===== src/rtl/axi4_lite_pkg.sv =====
`default_nettype none
// ============================================================================
// Module   : axi4_lite_pkg
// Brief    : Shared AXI4-Lite response codes, FSM state types, strobe merge.
// Revision : 1.0
// ============================================================================
package axi4_lite_pkg;

  localparam int MAX_DATA_WIDTH = 64;
  localparam int MAX_STRB_WIDTH = MAX_DATA_WIDTH / 8;

  typedef enum logic [1:0] {
    OKAY   = 2'b00,
    EXOKAY = 2'b01,
    SLVERR = 2'b10,
    DECERR = 2'b11
  } resp_t;

  typedef enum logic {
    RD_IDLE = 1'b0,
    RD_RESP = 1'b1
  } rd_state_t;

  typedef enum logic {
    SLOT_EMPTY = 1'b0,
    SLOT_HELD  = 1'b1
  } slot_state_t;

  // Operates at the widest supported bus; callers cast to their own width.
  function automatic logic [MAX_DATA_WIDTH-1:0] strb_merge(
    input logic [MAX_DATA_WIDTH-1:0] old_val,
    input logic [MAX_DATA_WIDTH-1:0] new_val,
    input logic [MAX_STRB_WIDTH-1:0] strb
  );
    logic [MAX_DATA_WIDTH-1:0] merged;
    for (int b = 0; b < MAX_STRB_WIDTH; b++) begin
      merged[b*8 +: 8] = strb[b] ? new_val[b*8 +: 8] : old_val[b*8 +: 8];
    end
    return merged;
  endfunction

endpackage
`default_nettype wire


===== src/rtl/axi4_lite_if.sv =====
`default_nettype none
// ============================================================================
// Module   : axi4_lite_if
// Brief    : AXI4-Lite bus bundle with manager (master) and subordinate views.
// Revision : 1.0
// ============================================================================
interface axi4_lite_if #(
  parameter int ADDRESS_WIDTH = 32,
  parameter int DATA_WIDTH    = 32
);

  logic [ADDRESS_WIDTH-1:0]  awaddr;
  logic                      awvalid;
  logic                      awready;
  logic [2:0]                awprot;
  logic [DATA_WIDTH-1:0]     wdata;
  logic [DATA_WIDTH/8-1:0]   wstrb;
  logic                      wvalid;
  logic                      wready;
  logic [1:0]                bresp;
  logic                      bvalid;
  logic                      bready;
  logic [ADDRESS_WIDTH-1:0]  araddr;
  logic                      arvalid;
  logic                      arready;
  logic [2:0]                arprot;
  logic [DATA_WIDTH-1:0]     rdata;
  logic [1:0]                rresp;
  logic                      rvalid;
  logic                      rready;

  modport master (
    output awaddr, awvalid, awprot, wdata, wstrb, wvalid, bready,
           araddr, arvalid, arprot, rready,
    input  awready, wready, bresp, bvalid, arready, rdata, rresp, rvalid
  );

  modport slave (
    input  awaddr, awvalid, awprot, wdata, wstrb, wvalid, bready,
           araddr, arvalid, arprot, rready,
    output awready, wready, bresp, bvalid, arready, rdata, rresp, rvalid
  );

endinterface
`default_nettype wire


===== src/rtl/axi4_lite_wr_capture.sv =====
`default_nettype none
// ============================================================================
// Module   : axi4_lite_wr_capture
// Brief    : Independent AW/W slot capture joined into a single commit strobe.
// Revision : 1.0
// ============================================================================
module axi4_lite_wr_capture
  import axi4_lite_pkg::*;
#(
  parameter int ADDRESS_WIDTH = 32,
  parameter int DATA_WIDTH    = 32
) (
  input  logic                     aclk,
  input  logic                     aresetn,
  input  logic [ADDRESS_WIDTH-1:0] awaddr,
  input  logic                     awvalid,
  output logic                     awready,
  input  logic [DATA_WIDTH-1:0]    wdata,
  input  logic [DATA_WIDTH/8-1:0]  wstrb,
  input  logic                     wvalid,
  output logic                     wready,
  input  logic                     bvalid,
  input  logic                     bready,
  output logic                     commit,
  output logic [ADDRESS_WIDTH-1:0] commit_addr,
  output logic [DATA_WIDTH-1:0]    commit_data,
  output logic [DATA_WIDTH/8-1:0]  commit_strb
);

  slot_state_t aw_state, aw_next;
  slot_state_t w_state,  w_next;
  logic        release_slots;
  logic        bvalid_next;

  // Slots stay HELD while the response is outstanding so the join fires once.
  assign commit        = (aw_state == SLOT_HELD) && (w_state == SLOT_HELD) && !bvalid;
  assign release_slots = bvalid && bready;
  assign bvalid_next   = commit || (bvalid && !bready);

  always_comb begin
    aw_next = aw_state;
    w_next  = w_state;
    if (release_slots) begin
      aw_next = SLOT_EMPTY;
      w_next  = SLOT_EMPTY;
    end else begin
      if (aw_state == SLOT_EMPTY && awvalid && awready) aw_next = SLOT_HELD;
      if (w_state == SLOT_EMPTY && wvalid && wready)    w_next  = SLOT_HELD;
    end
  end

  always_ff @(posedge aclk or negedge aresetn) begin
    if (!aresetn) begin
      aw_state    <= SLOT_EMPTY;
      w_state     <= SLOT_EMPTY;
      awready     <= 1'b0;
      wready      <= 1'b0;
      commit_addr <= '0;
      commit_data <= '0;
      commit_strb <= '0;
    end else begin
      aw_state <= aw_next;
      w_state  <= w_next;
      awready  <= (aw_next == SLOT_EMPTY) && !bvalid_next;
      wready   <= (w_next == SLOT_EMPTY) && !bvalid_next;
      if (aw_state == SLOT_EMPTY && awvalid && awready) commit_addr <= awaddr;
      if (w_state == SLOT_EMPTY && wvalid && wready) begin
        commit_data <= wdata;
        commit_strb <= wstrb;
      end
    end
  end

endmodule
`default_nettype wire


===== src/rtl/axi4_lite_regfile.sv =====
`default_nettype none
// ============================================================================
// Module   : axi4_lite_regfile
// Brief    : AXI4-Lite register file with byte strobes, read-only mask, errors.
// Revision : 1.0
// ============================================================================
module axi4_lite_regfile
  import axi4_lite_pkg::*;
#(
  parameter int                           ADDRESS_WIDTH = 32,
  parameter int                           DATA_WIDTH    = 32,
  parameter int                           NUM_REGS      = 8,
  parameter logic [NUM_REGS-1:0]          RO_MASK       = '0,
  parameter logic [DATA_WIDTH-1:0]        RESET_VALUE   = '0
) (
  input  logic                           aclk,
  input  logic                           aresetn,
  axi4_lite_if.slave                     axi,
  output logic [NUM_REGS*DATA_WIDTH-1:0] reg_q,
  output logic [NUM_REGS-1:0]            wr_pulse,
  input  logic [NUM_REGS*DATA_WIDTH-1:0] hw_rdata
);

  localparam int STRB_WIDTH = DATA_WIDTH / 8;
  localparam int LSB        = $clog2(STRB_WIDTH);
  localparam int IDX_W      = $clog2(NUM_REGS);

  logic [DATA_WIDTH-1:0]    regs [NUM_REGS];
  logic                     commit;
  logic [ADDRESS_WIDTH-1:0] commit_addr;
  logic [DATA_WIDTH-1:0]    commit_data;
  logic [STRB_WIDTH-1:0]    commit_strb;

  axi4_lite_wr_capture #(
    .ADDRESS_WIDTH (ADDRESS_WIDTH),
    .DATA_WIDTH    (DATA_WIDTH)
  ) u_wr_capture (
    .aclk        (aclk),
    .aresetn     (aresetn),
    .awaddr      (axi.awaddr),
    .awvalid     (axi.awvalid),
    .awready     (axi.awready),
    .wdata       (axi.wdata),
    .wstrb       (axi.wstrb),
    .wvalid      (axi.wvalid),
    .wready      (axi.wready),
    .bvalid      (axi.bvalid),
    .bready      (axi.bready),
    .commit      (commit),
    .commit_addr (commit_addr),
    .commit_data (commit_data),
    .commit_strb (commit_strb)
  );

  logic [IDX_W-1:0]      w_idx;
  logic                  w_in_range;
  logic                  w_en;
  logic [DATA_WIDTH-1:0] w_merged;

  assign w_idx      = commit_addr[LSB +: IDX_W];
  assign w_in_range = (commit_addr[ADDRESS_WIDTH-1:LSB+IDX_W] == '0);
  assign w_en       = commit && w_in_range && !RO_MASK[w_idx];
  assign w_merged   = DATA_WIDTH'(strb_merge(MAX_DATA_WIDTH'(regs[w_idx]),
                                             MAX_DATA_WIDTH'(commit_data),
                                             MAX_STRB_WIDTH'(commit_strb)));

  // Read-only slots hold zero; their readable value comes from hw_rdata.
  always_ff @(posedge aclk or negedge aresetn) begin
    if (!aresetn) begin
      for (int i = 0; i < NUM_REGS; i++) begin
        regs[i] <= RO_MASK[i] ? '0 : RESET_VALUE;
      end
    end else if (w_en) begin
      regs[w_idx] <= w_merged;
    end
  end

  for (genvar i = 0; i < NUM_REGS; i++) begin : g_flat
    assign reg_q[i*DATA_WIDTH +: DATA_WIDTH] = regs[i];
  end

  always_ff @(posedge aclk or negedge aresetn) begin
    if (!aresetn) begin
      axi.bvalid <= 1'b0;
      axi.bresp  <= OKAY;
      wr_pulse   <= '0;
    end else begin
      axi.bvalid <= commit || (axi.bvalid && !axi.bready);
      wr_pulse   <= w_en ? (NUM_REGS'(1) << w_idx) : '0;
      if (commit) begin
        if (!w_in_range)          axi.bresp <= DECERR;
        else if (RO_MASK[w_idx])  axi.bresp <= SLVERR;
        else                      axi.bresp <= OKAY;
      end
    end
  end

  rd_state_t             rd_state;
  logic [IDX_W-1:0]      r_idx;
  logic                  r_in_range;
  logic [DATA_WIDTH-1:0] r_data;
  resp_t                 r_resp;

  always_comb begin
    r_idx      = axi.araddr[LSB +: IDX_W];
    r_in_range = (axi.araddr[ADDRESS_WIDTH-1:LSB+IDX_W] == '0);
    r_data     = '0;
    r_resp     = DECERR;
    if (r_in_range) begin
      r_resp = OKAY;
      r_data = RO_MASK[r_idx] ? hw_rdata[r_idx*DATA_WIDTH +: DATA_WIDTH] : regs[r_idx];
    end
  end

  always_ff @(posedge aclk or negedge aresetn) begin
    if (!aresetn) begin
      rd_state    <= RD_IDLE;
      axi.arready <= 1'b0;
      axi.rvalid  <= 1'b0;
      axi.rdata   <= '0;
      axi.rresp   <= OKAY;
    end else begin
      case (rd_state)
        RD_IDLE: begin
          if (axi.arvalid && axi.arready) begin
            rd_state    <= RD_RESP;
            axi.arready <= 1'b0;
            axi.rvalid  <= 1'b1;
            axi.rdata   <= r_data;
            axi.rresp   <= r_resp;
          end else begin
            axi.arready <= 1'b1;
          end
        end
        RD_RESP: begin
          if (axi.rready) begin
            rd_state    <= RD_IDLE;
            axi.arready <= 1'b1;
            axi.rvalid  <= 1'b0;
          end
        end
        default: rd_state <= RD_IDLE;
      endcase
    end
  end

  logic unused_ok;
  assign unused_ok = ^{axi.awprot, axi.arprot, axi.araddr[LSB-1:0], commit_addr[LSB-1:0]};

endmodule
`default_nettype wire

===== src/flat_wrapper.sv =====
// flat-port wrapper written by rule: the top's interface ports become plain ports
module axi4_lite_regfile_flat import axi4_lite_pkg::*;
#(
  parameter int                           ADDRESS_WIDTH = 32,
  parameter int                           DATA_WIDTH    = 32,
  parameter int                           NUM_REGS      = 8,
  parameter logic [NUM_REGS-1:0]          RO_MASK       = '0,
  parameter logic [DATA_WIDTH-1:0]        RESET_VALUE   = '0
)
  (aclk, aresetn, reg_q, wr_pulse, hw_rdata, axi_awaddr, axi_awvalid, axi_awprot, axi_wdata, axi_wstrb, axi_wvalid, axi_bready, axi_araddr, axi_arvalid, axi_arprot, axi_rready, axi_awready, axi_wready, axi_bresp, axi_bvalid, axi_arready, axi_rdata, axi_rresp, axi_rvalid);
  axi4_lite_if #(.ADDRESS_WIDTH(ADDRESS_WIDTH), .DATA_WIDTH(DATA_WIDTH)) axi_i ();
  input  logic aclk;
  input  logic aresetn;
  output logic [NUM_REGS*DATA_WIDTH-1:0] reg_q;
  output logic [NUM_REGS-1:0] wr_pulse;
  input  logic [NUM_REGS*DATA_WIDTH-1:0] hw_rdata;
  input wire logic [$bits(axi_i.awaddr)-1:0] axi_awaddr;
  input wire logic [$bits(axi_i.awvalid)-1:0] axi_awvalid;
  input wire logic [$bits(axi_i.awprot)-1:0] axi_awprot;
  input wire logic [$bits(axi_i.wdata)-1:0] axi_wdata;
  input wire logic [$bits(axi_i.wstrb)-1:0] axi_wstrb;
  input wire logic [$bits(axi_i.wvalid)-1:0] axi_wvalid;
  input wire logic [$bits(axi_i.bready)-1:0] axi_bready;
  input wire logic [$bits(axi_i.araddr)-1:0] axi_araddr;
  input wire logic [$bits(axi_i.arvalid)-1:0] axi_arvalid;
  input wire logic [$bits(axi_i.arprot)-1:0] axi_arprot;
  input wire logic [$bits(axi_i.rready)-1:0] axi_rready;
  output wire logic [$bits(axi_i.awready)-1:0] axi_awready;
  output wire logic [$bits(axi_i.wready)-1:0] axi_wready;
  output wire logic [$bits(axi_i.bresp)-1:0] axi_bresp;
  output wire logic [$bits(axi_i.bvalid)-1:0] axi_bvalid;
  output wire logic [$bits(axi_i.arready)-1:0] axi_arready;
  output wire logic [$bits(axi_i.rdata)-1:0] axi_rdata;
  output wire logic [$bits(axi_i.rresp)-1:0] axi_rresp;
  output wire logic [$bits(axi_i.rvalid)-1:0] axi_rvalid;
  assign axi_i.awaddr = axi_awaddr;
  assign axi_i.awvalid = axi_awvalid;
  assign axi_i.awprot = axi_awprot;
  assign axi_i.wdata = axi_wdata;
  assign axi_i.wstrb = axi_wstrb;
  assign axi_i.wvalid = axi_wvalid;
  assign axi_i.bready = axi_bready;
  assign axi_i.araddr = axi_araddr;
  assign axi_i.arvalid = axi_arvalid;
  assign axi_i.arprot = axi_arprot;
  assign axi_i.rready = axi_rready;
  assign axi_awready = axi_i.awready;
  assign axi_wready = axi_i.wready;
  assign axi_bresp = axi_i.bresp;
  assign axi_bvalid = axi_i.bvalid;
  assign axi_arready = axi_i.arready;
  assign axi_rdata = axi_i.rdata;
  assign axi_rresp = axi_i.rresp;
  assign axi_rvalid = axi_i.rvalid;
  axi4_lite_regfile #(.ADDRESS_WIDTH(ADDRESS_WIDTH), .DATA_WIDTH(DATA_WIDTH), .NUM_REGS(NUM_REGS), .RO_MASK(RO_MASK), .RESET_VALUE(RESET_VALUE)) u_core (.aclk(aclk), .aresetn(aresetn), .axi(axi_i), .reg_q(reg_q), .wr_pulse(wr_pulse), .hw_rdata(hw_rdata));
endmodule

===== config.mk =====
export PLATFORM = sky130hd
export DESIGN_NAME = axi4_lite_regfile_flat
export DESIGN_NICKNAME = d
export VERILOG_FILES = /design/src/rtl/axi4_lite_pkg.sv /design/src/rtl/axi4_lite_if.sv /design/src/rtl/axi4_lite_wr_capture.sv /design/src/rtl/axi4_lite_regfile.sv /design/src/flat_wrapper.sv
export SDC_FILE = /design/constraint.sdc
export NUM_CORES = 1
export LEC_CHECK = 0
export ABC_AREA = 1
export CORE_AREA = 2 2 263 265
export CTS_BUF_LIST = sky130_fd_sc_hd__clkbuf_4 sky130_fd_sc_hd__clkbuf_8
export CTS_CLUSTER_DIAMETER = 100
export DETAILED_ROUTE_END_ITERATION = 12
export DIE_AREA = 0 0 265 267
export MAX_ROUTING_LAYER = met4
export PLACE_DENSITY_LB_ADDON = 0.2
export SYNTH_ARGS = -nofsm -noshare
export SYNTH_HDL_FRONTEND = slang
export SYNTH_SLANG_ARGS = --single-unit

===== constraint.sdc =====
create_clock -name aclk -period 3.6 [get_ports aclk]
set_input_delay 0.36 -clock aclk [delete_from_list [all_inputs] [get_ports aclk]]
set_output_delay 0.36 -clock aclk [all_outputs]
set_load 0.1 [all_outputs]

# Word level (Yosys, flattened, before mapping)
# Memories as Yosys holds them, arrays and structs flattened.
# Index checks and enable logic that the tools add are counted.
# classes
muxes	34
n_shift	2
n_bitwise	7
eq_ne	2
magnitude_cmp	5
reduce_logical	23
# op_table
op	n
$bwmux W256	1
$shiftx A256 B9 Y32	1
$mux W32	7
$bmux W32 S3	2
$demux W32 S3	1
$logic_not A27 Y1	2
$mux W8	5
$logic_and A1 B1 Y1	14
$mux W1	12
$ge A4 B4 Y1 const B	2
$lt A3 B4 Y1 const B	2
$not A3 Y4	2
$shl A1 B3 Y8 const A	1
$mux W2	3
$pmux W1 S2	3
$not A1 Y1	5
$logic_not A1 Y1	4
$lt A4 B1 Y1 const B	1
$reduce_and A2 Y1	2
$ne A2 B1 Y1 const B	1
$ne A2 B2 Y1 const B	1
$logic_or A1 B1 Y1	1
# totals
memories	2
inputBits	369
rom_bits	16
elab_cells	98
register_bits	376
# memory_table
memory	depth	word_bits	rd	rd_ports_with_merged_regs	write_ports	line	text
(name not given)	8	1	1	0	0	axi4_lite_regfile.sv:111	r_data = RO_MASK[r_idx] ? hw_rdata[r_idx*DATA_WIDTH +: DATA_WIDTH] : regs[r_idx];
(name not given)	8	1	1	0	0	axi4_lite_regfile.sv:62	assign w_en = commit && w_in_range && !RO_MASK[w_idx];

# Longest topological paths before layout
# depth
depth_word	7
ltp_mapped	10
mapped_depth_nobuf	10

# Modules after synthesis
# A second synthesis with hierarchy kept.
# unflattened
hier_cells	2780
area_unflattened_um2	20002.9
# by_module_without_submodules
mod	area_each_um2	cells_per_inst	instances
axi4_lite_regfile	17100.2	2464	1
axi4_lite_wr_capture	2902.8	316	1

# Worst setup path after synthesis
# No wires, ideal clock.
# synth_timing
kind	register to register
start	register u_core.axi.arready
end	register u_core.axi.rdata[10]
path_stages_with_launch	8
path_slack_ns	1.343
t_required_ns	3.532
arrival_ns	2.190
cell_sequence	dfrtp_1 -> nand3_1 -> inv_1 -> nand3_1 -> nor3_1 -> clkbuf_1 -> o21ai_0 -> nand2_1
# synth_between
elab_chain_len	2
# synth_lines
item	line	text
start: declaration	axi4_lite_if.sv:41	output awready, wready, bresp, bvalid, arready, rdata, rresp, rvalid
start signal: assignment	axi4_lite_regfile.sv:118	axi.arready <= 1'b0;
start signal: assignment	axi4_lite_regfile.sv:127	axi.arready <= 1'b0;
start signal: assignment	axi4_lite_regfile.sv:132	axi.arready <= 1'b1;
$logic_and A1 B1 Y1	axi4_lite_regfile.sv:125	if (axi.arvalid && axi.arready) begin
$reduce_and A2 Y1 (no line)	n/a	
end signal: assignment	axi4_lite_regfile.sv:129	axi.rdata <= r_data;
end: declaration	axi4_lite_if.sv:41	
# No other way between the ends.
# A chain may end at the register's enable or synchronous reset.

# Worst setup path in the final report
# layout_timing
start	register u_core.regs (netlist bit u_core.reg_q[128])
end	output reg_q[128]
# layout_rtl
item	line	text
start: declaration	axi4_lite_regfile.sv:28	logic [DATA_WIDTH-1:0] regs [NUM_REGS];
start signal: indexed assignment	axi4_lite_regfile.sv:71	regs[i] <= RO_MASK[i] ? '0 : RESET_VALUE;
start signal: indexed assignment	axi4_lite_regfile.sv:74	regs[w_idx] <= w_merged;
end: declaration	flat_wrapper.sv:14	output logic [NUM_REGS*DATA_WIDTH-1:0] reg_q;
# No word-level cell between the ends.

==> summary by stage <==
Logic synthesis
The fraction of the mapped netlist area in adder cells is 0%. The cell count after synthesis came out at 2702. The cell type with the largest total area after synthesis is sky130_fd_sc_hd__dfrtp_1. The cell area that synthesis handed to floorplanning was 20000 um^2.

The mux share of post-synthesis cell area is 0.113%. The number of enable-type register cells in the synthesized netlist is 0. Sorting the synthesized cells by area gives the leading types as sky130_fd_sc_hd__dfrtp_1 (47%), sky130_fd_sc_hd__nand2_1 (25%), sky130_fd_sc_hd__o211ai_1 (6.9%). The synthesized-area fraction occupied by xor and xnor cells is 0%. After synthesis, the largest family of logic cells by area is simple AND/OR/NAND/NOR gates. The number of nets in the synthesized netlist is 3071. The flip-flop cell with the highest count after synthesis is sky130_fd_sc_hd__dfrtp_1. After synthesis, the largest area contributor takes up 46.5% of total cell area. The cell with the most instances after synthesis is sky130_fd_sc_hd__nand2_1. Yosys printed 0 warnings. The number of unique standard cell types used by synthesis is 28. The complex-gate fraction of the synthesized area is 10.5%. Counting instances in the post-synthesis netlist gives the leading cell types as sky130_fd_sc_hd__nand2_1 (1316), sky130_fd_sc_hd__dfrtp_1 (372), sky130_fd_sc_hd__inv_1 (200), sky130_fd_sc_hd__o211ai_1 (185), sky130_fd_sc_hd__nor2_1 (109). The share of the yosys chip area belonging to registers is 46.5%.

The average instance in the mapped netlist occupies 7.40 um^2. In this run, synthesis produced a sequential element count of 372. After synthesis, the share of flip-flops with an asynchronous set or reset is 100%.

The simple-gate share of the synthesized area is 34.1%.

Floorplanning
The effective utilization at floorplan is 29.4%. The floorplan die height is 267 um. The die is 265 um wide.

The count of standard-cell rows is 96. The number of ports placed on the die boundary is 674. The die covers 70800 um^2. The floorplan step defined a core boundary enclosing 68000 um^2.

Timing
For the pin with the worst max-slew slack, the measured transition is 1.15 ns. The peak clock frequency supported by timing is 0.372 GHz. The final clock skew is 0.0313 ns. Setup repair after global routing left no endpoint under its margin. The worst pin sits at a relative slew slack of 22.8%. The smallest clock period supported by the final layout is computed as 2.69 ns. The hold violation total from the final report came to 0. Adding up every negative setup slack in the final design gives 0 ns. The final setup violation count is 0. The post-route clock period utilization is 74.7%. The final count of pins violating max slew is 0.

GRT
The maximum number of pins on one net before global-route repair is 102. The number of global-route vias before repair is 19500. The first global-routing pass estimated 126 mm of wire. The global-route congestion overflow total is 0. The all-layer global routing usage is 24.6%. The number of antenna violations at the first check in global routing is 1.

Route
Dividing the detail-routed via count by the number of cells gives 5.00. The number of DRC violations after detailed-routing iteration 0 is 2213. The wire length after detailed routing is 86.0 mm. In this run the remaining antenna-violating nets after routing total 0. The count of TritonRoute iterations in the first routing pass is 7. The post-route DRC violation count is 0. Summing over every cut layer, the via total after detailed routing is 20000. The average wire per standard cell is 21.5 um.

Clock tree
The CTS root buffer is sky130_fd_sc_hd__clkbuf_8. The deepest level of the CTS H-tree is 3. The clock-pin slew on the worst setup and hold paths is 0.07 ns.

The insertion delay to the later sink of the worst-skew pair is 0.67 ns. The maximum count of clock buffers along a single path is 3. The number of gates resized after cts is 0. The total clock sinks is 372. The TritonCTS clock tree is built. The number of buffers created by CTS is 72.

Critical path
The number of buffers and inverters on the critical path is 1. STA puts the critical path data required time at 3.24 ns. The worst setup path is of the reg2out kind. For this run, the slowest stage of the critical path takes 1.24 ns. The worst setup path startpoint is u_core.reg_q[128]$_DFFE_PN0P_.

The worst setup path is launched from a flop. Walking the worst path, the cells encountered are clkdlybuf4s50_1. In this run the critical register-to-register path is launched from u_core.u_wr_capture.commit_addr[3]$_DFFE_PN0P_. For the worst setup path, the data arrival time is 2.33 ns. The cell type of the slowest stage on the worst timing path is sky130_fd_sc_hd__clkdlybuf4s50_1.

Along the worst path, the maximum fanout reaches 4. On the critical path the largest part of the delay comes from buffers and inverters. STA classifies the critical path endpoint as a primary output.

Placement
After detailed placement, the design holds a cell count of 3872. The final weighted congestion in routability-driven placement is 0.944. The count of buffers from port buffering is 407.

Detailed placement ended at an HPWL of 57.2 mm.

Final layout
The net count of the finished layout is 3434. The fraction of layout cells with a size suffix above 1 is 8.96%. Excluding fillers, the count of instances in the completed layout stands at 3998. The synthesis-to-layout area growth is 31.9%.

Pwr
IR analysis of the VDD net gives a maximum drop of 0.000264 V. The total power density per cell area is 584 nW/um^2. The design draws 15.4 mW. The static leakage is 12.9 nW.

Flow run
The max capacitance violation total is 0.

Outcome
The flow ran to the end, and the final reports show no timing, DRC or antenna violations.

Min path
The worst hold path startpoint is axi_wdata[3]. The class of the tightest hold or removal check is in2reg.
power breakdown:
| part | total, mW | leakage (nW) | switching (mW) | internal, mW |
|---|---|---|---|---|
| sequential | 4.87 | 5.07 | 0.286 | 4.58 |
| combinational | 5.71 | 7.01 | 4.19 | 1.52 |
| clock | 4.83 | 0.848 | 1.95 | 2.87 |
kinds of logic (layout without fill, tap and decap cells):
group,after synthesis,count (layout)
buffers and inverters,374,786
AO/OA/AOI/OAI,326,326
multiplexers,2,2
AND/OR/NAND/NOR,1628,1628
other,0,2
flip-flops,372,372
placed cells by master (no fill, tap or decap), drive strengths merged:
cell type / n
inv: 206
nand3: 116
o211ai: 187
clkbuf: 112
clkdlybuf4s50: 403
bufinv: 5
diode: 2
dfrtp: 372
dlygate4sd3: 1
clkinv: 9
or2: 31
buf: 48
nand4: 2
o21ai: 72
mux2: 2
clkinvlp: 2
a21oi: 67
nor2: 160
nand2: 1317
nor3: 2
final cells by class:
type                       instances  area [um^2]
tap                              882         1100
fill                            6943        41600
inverter                         211          798
timing repair buffer             452         4520
sequential                       372         9310
multi-input combinational       1956         9020
clock buffer                     112         1440
clock inverter                    11          185
antenna                            2         5.00
worst min-delay path: stages:
cell and delay [ns]:
sky130_fd_sc_hd__clkdlybuf4s50_1 0.39, sky130_fd_sc_hd__nand2_1 0.06, sky130_fd_sc_hd__nand2_1 0.04
through the flow:
stage	instance area, um^2	util, %	hold slack (ns)	worst slack (ns)
6_report	26400	38.8	0.237	0.910
5_1_grt	26400	38.8	0.224	0.832
4_1_cts	26400	38.8	0.190	0.862
3_5_place_dp	24700	36.4	0.462	1.12
3_3_place_gp	24700	36.4	0.426	1.16
2_1_floorplan	20000	-	0.0644	1.34
worst paths after layout:
path | endpoint | slack, ns | cells after the start
max | reg_q[128] | 0.91 | 1
min | u_core.u_wr_capture.commit_data[3]$_DFFE_PN0P_ | 0.24 | 3
max reg2reg | u_core.reg_q[200]$_DFFE_PN0P_ | 1.09 | 6
min reg2reg | u_core.axi.rvalid$_DFFE_PN0P_ | 0.45 | 1
max in group asynchronous | u_core.u_wr_capture.commit_addr[2]$_DFFE_PN0P_ | 2.13 | 4
min in group asynchronous | u_core.reg_q[241]$_DFFE_PN0P_ | 0.38 | 2
routing by layer:
metal	vias up	track usage, %	part of all wire, %
met1	9681	32.3	43
met3	121	5.08	8.7
met5	-	-	0
met2	946	38.0	46
met4	0	8.12	2.4
li1	9237	-	-
registers in the layout, indices dropped and copies added, names as in the netlist:
register                         flops
u_core.axi.arready                   1
u_core.axi.bresp                     1
u_core.axi.bvalid                    1
u_core.axi.rdata                    32
u_core.axi.rresp                     1
u_core.axi.rvalid                    1
u_core.rd_state                      1
u_core.reg_q                       256
u_core.u_wr_capture.aw_state         1
u_core.u_wr_capture.awready          1
u_core.u_wr_capture.commit_addr     30
u_core.u_wr_capture.commit_data     32
u_core.u_wr_capture.commit_strb      4
u_core.u_wr_capture.w_state          1
u_core.u_wr_capture.wready           1
u_core.wr_pulse                      8
repair_timing:
item | 4_1_cts | 5_1_grt
endpoints found under the hold margin | 94 | 0
endpoints found under the setup margin | 0 | 0
setup buffers | 0 | 0
hold buffers | 1 | 0
(Power assumes the default switching activity.)
